===== config.mk =====
export PLATFORM = sky130hd
export DESIGN_NAME = bitcell_array
export DESIGN_NICKNAME = d
export VERILOG_FILES = /design/src/rtl/bitcell_array.sv
export SDC_FILE = /design/constraint.sdc
export NUM_CORES = 1
export LEC_CHECK = 0
export CAP_MARGIN = 20
export CELL_PAD_IN_SITES_DETAIL_PLACEMENT = 1
export CELL_PAD_IN_SITES_GLOBAL_PLACEMENT = 1
export CORE_MARGIN = 2
export CORE_UTILIZATION = 30
export DETAILED_ROUTE_END_ITERATION = 7
export GPL_ROUTABILITY_DRIVEN = 1
export PLACE_DENSITY_LB_ADDON = 0.2
export SLEW_MARGIN = 15
export SYNTH_ARGS = -nofsm -noshare
export SYNTH_HDL_FRONTEND = slang
export SYNTH_SLANG_ARGS = --single-unit

===== constraint.sdc =====
create_clock -name clk -period 4.8 [get_ports clk]
set_input_delay 0.96 -clock clk [delete_from_list [all_inputs] [get_ports clk]]
set_output_delay 0.96 -clock clk [all_outputs]
set_load 0.01 [all_outputs]

===== src/rtl/bitcell_array.sv =====
// ============================================================================
// Module   : bitcell_array
// Purpose  : Word-organised flop storage array with a req/ready handshake, a
//            one-edge registered read and a post-reset clear sweep.
//            Define BITCELL_ARRAY_PARITY_EN to add per-word even parity and
//            the parity_err output.
// Revision : 1.0  initial release
// ============================================================================
`default_nettype none

module bitcell_array #(
    parameter  int WIDTH  = 8,
    parameter  int DEPTH  = 16,
    localparam int ADDR_W = (DEPTH > 1) ? $clog2(DEPTH) : 1
) (
    input  logic              clk,
    input  logic              rst,
    input  logic              sel,
    input  logic              r_w,
    input  logic [ADDR_W-1:0] addr,
    input  logic [WIDTH-1:0]  in,
    output logic              ready,
    output logic [WIDTH-1:0]  out,
    output logic              out_valid
`ifdef BITCELL_ARRAY_PARITY_EN
    ,
    output logic              parity_err
`endif
);

    localparam logic [1:0] c_INIT = 2'd0;
    localparam logic [1:0] c_IDLE = 2'd1;
    localparam logic [1:0] c_READ = 2'd2;

    localparam logic [ADDR_W:0]   c_DEPTH = (ADDR_W + 1)'(DEPTH);
    localparam logic [ADDR_W-1:0] c_LAST  = ADDR_W'(DEPTH - 1);

    logic [1:0]        r_state;
    logic [ADDR_W-1:0] r_init_cnt;
    logic [ADDR_W-1:0] r_addr_q;
    logic [WIDTH-1:0]  r_out;
    logic              r_out_valid;
    logic [WIDTH-1:0]  r_mem [DEPTH];

    logic              w_addr_ok;
    logic              w_q_ok;
    logic              w_wr;
    logic [WIDTH-1:0]  w_rd_word;

    assign ready     = (r_state == c_IDLE);
    assign w_addr_ok = ({1'b0, addr} < c_DEPTH);
    assign w_q_ok    = ({1'b0, r_addr_q} < c_DEPTH);
    assign w_wr      = ready & sel & r_w & w_addr_ok;
    assign w_rd_word = w_q_ok ? r_mem[r_addr_q] : '0;

    assign out       = r_out;
    assign out_valid = r_out_valid;

    // Storage has no reset port; the INIT sweep is its only clear.
`ifdef BITCELL_ARRAY_PARITY_EN
    logic [DEPTH-1:0] r_par;
    logic             r_par_err;

    always_ff @(posedge clk) begin
        if (r_state == c_INIT) begin
            r_mem[r_init_cnt] <= '0;
            r_par[r_init_cnt] <= 1'b0;
        end else if (w_wr) begin
            r_mem[addr] <= in;
            r_par[addr] <= ^in;
        end
    end

    always_ff @(posedge clk or posedge rst) begin
        if (rst) begin
            r_par_err <= 1'b0;
        end else begin
            r_par_err <= (r_state == c_READ) && w_q_ok &&
                         ((^w_rd_word) != r_par[r_addr_q]);
        end
    end

    assign parity_err = r_par_err;
`else
    always_ff @(posedge clk) begin
        if (r_state == c_INIT) begin
            r_mem[r_init_cnt] <= '0;
        end else if (w_wr) begin
            r_mem[addr] <= in;
        end
    end
`endif

    always_ff @(posedge clk or posedge rst) begin
        if (rst) begin
            r_state     <= c_INIT;
            r_init_cnt  <= '0;
            r_addr_q    <= '0;
            r_out       <= '0;
            r_out_valid <= 1'b0;
        end else begin
            r_out_valid <= (r_state == c_READ);
            r_out       <= (r_state == c_READ) ? w_rd_word : '0;
            case (r_state)
                c_INIT: begin
                    r_init_cnt <= r_init_cnt + ADDR_W'(1);
                    if (r_init_cnt == c_LAST) begin
                        r_state <= c_IDLE;
                    end
                end
                c_IDLE: begin
                    if (sel && !r_w) begin
                        r_addr_q <= addr;
                        r_state  <= c_READ;
                    end
                end
                c_READ: begin
                    r_state <= c_IDLE;
                end
                default: begin
                    r_state    <= c_INIT;
                    r_init_cnt <= '0;
                end
            endcase
        end
    end

endmodule

`default_nettype wire


==> metrics.cfg <==
[outcome]
outcome=finished clean

[logic_synthesis]
syn-num-nets=385
synth.yosys.seq_area_share_pct=71.8
yosys.area.top_type_share_pct=63.9
compound_gate_fraction_of_synth_area_pct=6.84
synth.area.mux_share_pct=11.6
flip_flop_and_latch_count_after_synthesis=147
post_synth_main_area_contributors=edfxtp_1, mux2i_1, dfrtp_1
synth-simple-area-share_pct=5.20
post_synth_xor_area_fraction_pct=0
synth_fa_ha_area_share_pct=1.25
post_synth_design_cell_area_um2=6020
asyncSetResetFlopFracSynth_pct=12.9
yosysTopAreaCell=edfxtp_1
postSynth.topFlopCell=edfxtp_1
post_synth.cell_area_avg_um2=16.6
synth.most_common_cell=edfxtp_1
synth_top_cells_by_count=edfxtp_1, mux2i_1, a22oi_1
syn-instance-count=363
synthesis_warning_total=0
combinational_family_with_the_most_area_after_synthesis=multiplexers
synth_enable_flop_cells=128
synthDistinctLibCells=42

[worst_setup_path]
critical_path_class=in -> reg
cp-start-kind=input pin
worst_path_max_delay_cell=nor2_1
setup.worst_path.end_class=flop
cp.required_ns=4.86
timing.critical_path.arrival_ns=3.33
cells_traversed_along_the_worst_timing_path=clkdlybuf4s50_1 -> and4b_1 -> a31oi_1 -> nor2_1
critical_path_peak_fanout=17
cp_slowest_stage_delay_ns=0.74

[timing]
min_period_ns=3.27
worst_slew_pin_slew_ns=0.911
fmax_mhz=305
hold_viol_final=0
finalSetupViolations=0
worst_slew_margin_rel_pct=39.3
setup-tns-final_ns=0
layout_setup_ws_ns=1.53
whs_ns=0.595
skew_ns=0.00815
final_max_slew_viol_count=0
grt_setup_unrepaired=no
share_of_the_clock_period_used_by_the_worst_path_pct=68.2

[route]
first_iter_violations=175
routed_wire_length_per_instance_um=21.9
postRouteAntennaNets=0
post-route-drc-count=0
drt-pass1-iter-count=4
postRouteWirelength_mm=14.7
via_count=3156
viasPerCell=4.71

[pwr]
cellLeakagePower_nw=2.37
irDropWorstVdd_v=0.000263
p_per_cell_area_nw_per_um2=567

[grt]
grt_antenna_before_repair=0
first_global_vias=3503
grtUsageTotal_pct=14.7
grt_max_degree=51
globalRoute.totalOverflow=0
grt_first_pass_wirelength_mm=22.3

[clock_tree]
h-tree-depth=4
tritoncts=done
clock_latency_ns=0.43
clk_pin_slew_worst_paths_ns=0.06
ctsLongestPathBuffers=2
cts.root.buffer_cell=clkbuf_16
cts_inserted_buffers=17
ctsResizeCount=0
cts.repair_timing.setup_buffer_count=0
postCtsHoldBufs=0
numClockSinks=147

[die]
start_util_pct=30.7
placeable_core_area_um2=19600
die-area_um2=21200
ios=26
fp.dieH_um=146
dieWidth_um=146
core.rowCount=51

[placement]
dp_worst_setup_slack_ns=1.04
place.port_buffers=25
dp_hpwl_mm=9.87
place.gp.congestion=0.760
post_place_instance_area_um2=6450
dp_cells=638

[cells_and_area]
num_antenna_cells=0
fin_cells=670
synth_to_layout_area_growth_pct=16.8
layout.cell_area.non_filler_um2=7020
fin_nets=414
drive_above_1_share_pct=9.38

[run]
maxCapViolCount=0

[hold_path]
holdCritPathClass=reg -> reg

## stage by stage
step	power, mW	utilization (%)
2_1_floorplan	2.42	-
3_3_place_gp	2.72	32.9
3_5_place_dp	2.74	32.9
4_1_cts	4.02	35.8
5_1_grt	4.16	35.9
6_report	3.98	35.9
## report_power, final
part / leakage [nW] / switching, mW / internal, mW
sequential: 1.39 / 0.178 / 1.55
clock: 0.269 / 0.521 / 0.762
combinational: 0.717 / 0.559 / 0.409
total: 2.37 / 1.26 / 2.72
## registers in the layout, indices dropped and copies added, names as in the netlist
signal / count
r_state: 2
out: 8
out_valid: 1
r_mem: 128
r_addr_q: 4
r_init_cnt: 4
## path summary, 6_finish.rpt
path                                          from                      end  slack (ns)  cells past startpoint
setup / recovery                               sel   r_mem[12][3]$_DFFE_PP_        1.53                      4
setup reg to reg            r_state[0]$_DFFE_PP0P_   r_mem[12][3]$_DFFE_PP_        1.62                      5
max in group asynchronous                      rst  r_addr_q[0]$_DFFE_PP0P_        3.13                      2
hold reg to reg            r_addr_q[3]$_DFFE_PP0P_  r_addr_q[3]$_DFFE_PP0P_        0.59                      1
min in group asynchronous                      rst   r_state[1]$_DFFE_PP0P_        1.02                      2
hold / removal             r_addr_q[3]$_DFFE_PP0P_  r_addr_q[3]$_DFFE_PP0P_        0.59                      1
## routing by layer
| layer | track usage (%) | vias to the layer above | share of wire (%) |
|---|---|---|---|
| li1 | - | 1476 | - |
| met1 | 17.9 | 1602 | 43 |
| met2 | 24.7 | 51 | 50 |
| met3 | 2.98 | 27 | 3.3 |
| met4 | 7.99 | 0 | 3.3 |
| met5 | 0 | - | 0 |
## kinds of logic (layout without fill, tap and decap cells)
family / count (synthesis) / in the layout
AOI/OAI and AO/OA: 59 / 59
adders and majority gates: 6 / 6
buffers and inverters: 26 / 68
DFF: 147 / 147
muxes: 62 / 62
and+or+nand+nor: 63 / 63
## placed cells by master (no fill, tap or decap), types with 2 or more instances in the layout
cell,count
nand3_1,6
nand3b_1,2
o21ai_0,5
o21ai_1,7
clkbuf_16,17
mux4_1,4
clkinv_4,2
nand2b_1,2
nor2_1,17
nand2_1,16
bufinv_16,2
and3_1,2
a22oi_1,27
a21oi_1,3
dfrtp_1,18
and2_1,9
a31oi_1,5
nor3b_1,2
inv_1,10
clkinv_2,4
clkinvlp_4,4
clkbuf_1,2
o211ai_1,3
clkdlybuf4s50_1,25
mux2_2,2
ha_1,6
edfxtp_1,128
mux2i_1,55
## critical path, delay by kind of cell
kind | cells | cell delay, ns
simple gates | 2 | 1.42
compound gates | 1 | 0.42
buf+inv | 1 | 0.52
## final cells by class
class	instances	area, um2
Inverter	10	37.5
Timing Repair Buffer	26	258
Sequential cell	147	4320
Tap cell	265	332
Clock buffer	19	433
Fill cell	1998	12600
Clock inverter	13	136
Multi-Input combinational cell	190	1510
No activity file was read; power rests on OpenSTA's default activity.
==> patch (config.mk and constraints unchanged) <==
Change the parameter `DEPTH` from 16 to 8.
--- a/src/rtl/bitcell_array.sv
+++ b/src/rtl/bitcell_array.sv
@@ -10,7 +10,7 @@
 
 module bitcell_array #(
     parameter  int WIDTH  = 8,
-    parameter  int DEPTH  = 16,
+    parameter  int DEPTH  = 8,
     localparam int ADDR_W = (DEPTH > 1) ? $clog2(DEPTH) : 1
 ) (
     input  logic              clk,
Ports: changed (resized addr); port bits go from 26 to 25. The function was not compared with the original's and may differ.
==> patch against the original RTL <==
Cell area is 45% lower. Critical path depth stayed put. Wire length is 53% lower. Synthesized cell count is 49% lower. Synthesized area is 44% lower. Setup slack better by 0.17 ns. Final cell count is 46% lower. Sequential cell count is 66 lower. Clock power is 63% lower. Sequential power is 43% lower. Combinational power is 39% lower. Total power is 48% lower. Maximum frequency is 5.6% higher.
==> patch: results (changes against the original RTL) <==
| Metric | Value |
|---|---|
| Status | `finished, final reports clean` |
| WL/cell | `19.29 um (-12%)` |
| First-pass GRT wire length | `10600 um (-52%)` |
| Synthesized Nets | `207 (-46%)` |
| Port Buffer Count | `24 (-4.0%)` |
| Peak per-stage delay on the critical path | `0.62 ns (-0.12 ns)` |
| Total Nets Final | `236 (-43%)` |
| Netlist cell types | `26 (-38%)` |
| Clock skew | `0.01102 ns (+0.002870 ns)` |
| Pint | `1.432 mW (-47%)` |
| Met2 global-route usage | `20.11% (-4.6 points)` |
| Relative slew slack | `44.98% (+5.7 points)` |
| Sequential share of the synthesized area | `70.26% (-1.5 points)` |
| HPWL after DPL | `4630 um (-53%)` |
| Overall track demand over capacity in global routing | `13.08% (-1.7 points)` |
| Share of cells above drive strength 1 | `12.33% (+2.9 points)` |
| Total CTS buffers | `9 (-8)` |
| Reg clk slew, reported paths | `0.08 ns (+0.02 ns)` |
| Static leakage | `1.424 nW (-40%)` |
| Largest net degree at the start of global routing | `18 (-65%)` |
| Max reg flops | `64 (-50%)` |
| Critical Path Fanout Max | `12 (-5)` |
| Finished Layout Cells | `359 (-46%)` |
| Vias | `1639 (-48%)` |
| Gp weighted congestion | `0.7160 (-5.8%)` |
## patch: kinds of logic (layout without fill, tap and decap cells)
logic type      Yosys count  count (layout)  synth area share [%]
flops                    81              81                 70.26
simple gates             45              45                 6.630
mux                      33              33                 16.85
buf+inv                  12              46                 2.322
fa+ha+maj                 7               7                 2.622
compound gates            7               7                 1.311
## patch: area by class of cell
type | count | area (um2)
Sequential cell | 81 | 2347
Fill cell | 1118 | 6949
Multi-Input combinational cell | 92 | 915.9
Clock inverter | 4 | 43.79
Tap cell | 140 | 175.2
Timing Repair Buffer | 25 | 255.2
Clock buffer | 12 | 135.1
Inverter | 5 | 18.77
## patch: power by group through the flow
| stage | logic (mW) | registers [mW] | clock network, mW |
|---|---|---|---|
| 2_1_floorplan | 0.469 | 0.942 | 0 |
| 3_3_place_gp | 0.557 | 1.03 | 0 |
| 3_5_place_dp | 0.567 | 1.04 | 0 |
| 4_1_cts | 0.570 | 1.02 | 0.490 |
| 5_1_grt | 0.646 | 1.01 | 0.528 |
| 6_report | 0.591 | 0.988 | 0.476 |
## patch: metal layers
metal / vias to the layer above / part of all wire (%)
li1: 760 / -
met1: 834 / 46
met2: 35 / 48
met3: 10 / 3.6
met4: 0 / 2.1
met5: - / 0
## patch: final timing paths
path | slack, ns | start | depth (start not counted) | end
worst max register to register | 1.94 | r_state[0] | 5 | r_mem[6][5]
worst min-delay path | 0.57 | r_init_cnt[0] | 1 | r_init_cnt[0]
max in group asynchronous | 3.23 | rst | 2 | r_init_cnt[0]
worst min register to register | 0.57 | r_init_cnt[0] | 1 | r_init_cnt[0]
worst max-delay path | 1.70 | sel | 4 | r_mem[6][5]
min in group asynchronous | 1.06 | rst | 2 | out[1]
## patch: critical path: cells and delay by family
kind	cells	cell delay, ns
mux	1	0.42
simple gates	2	1.17
buf+inv	1	0.54
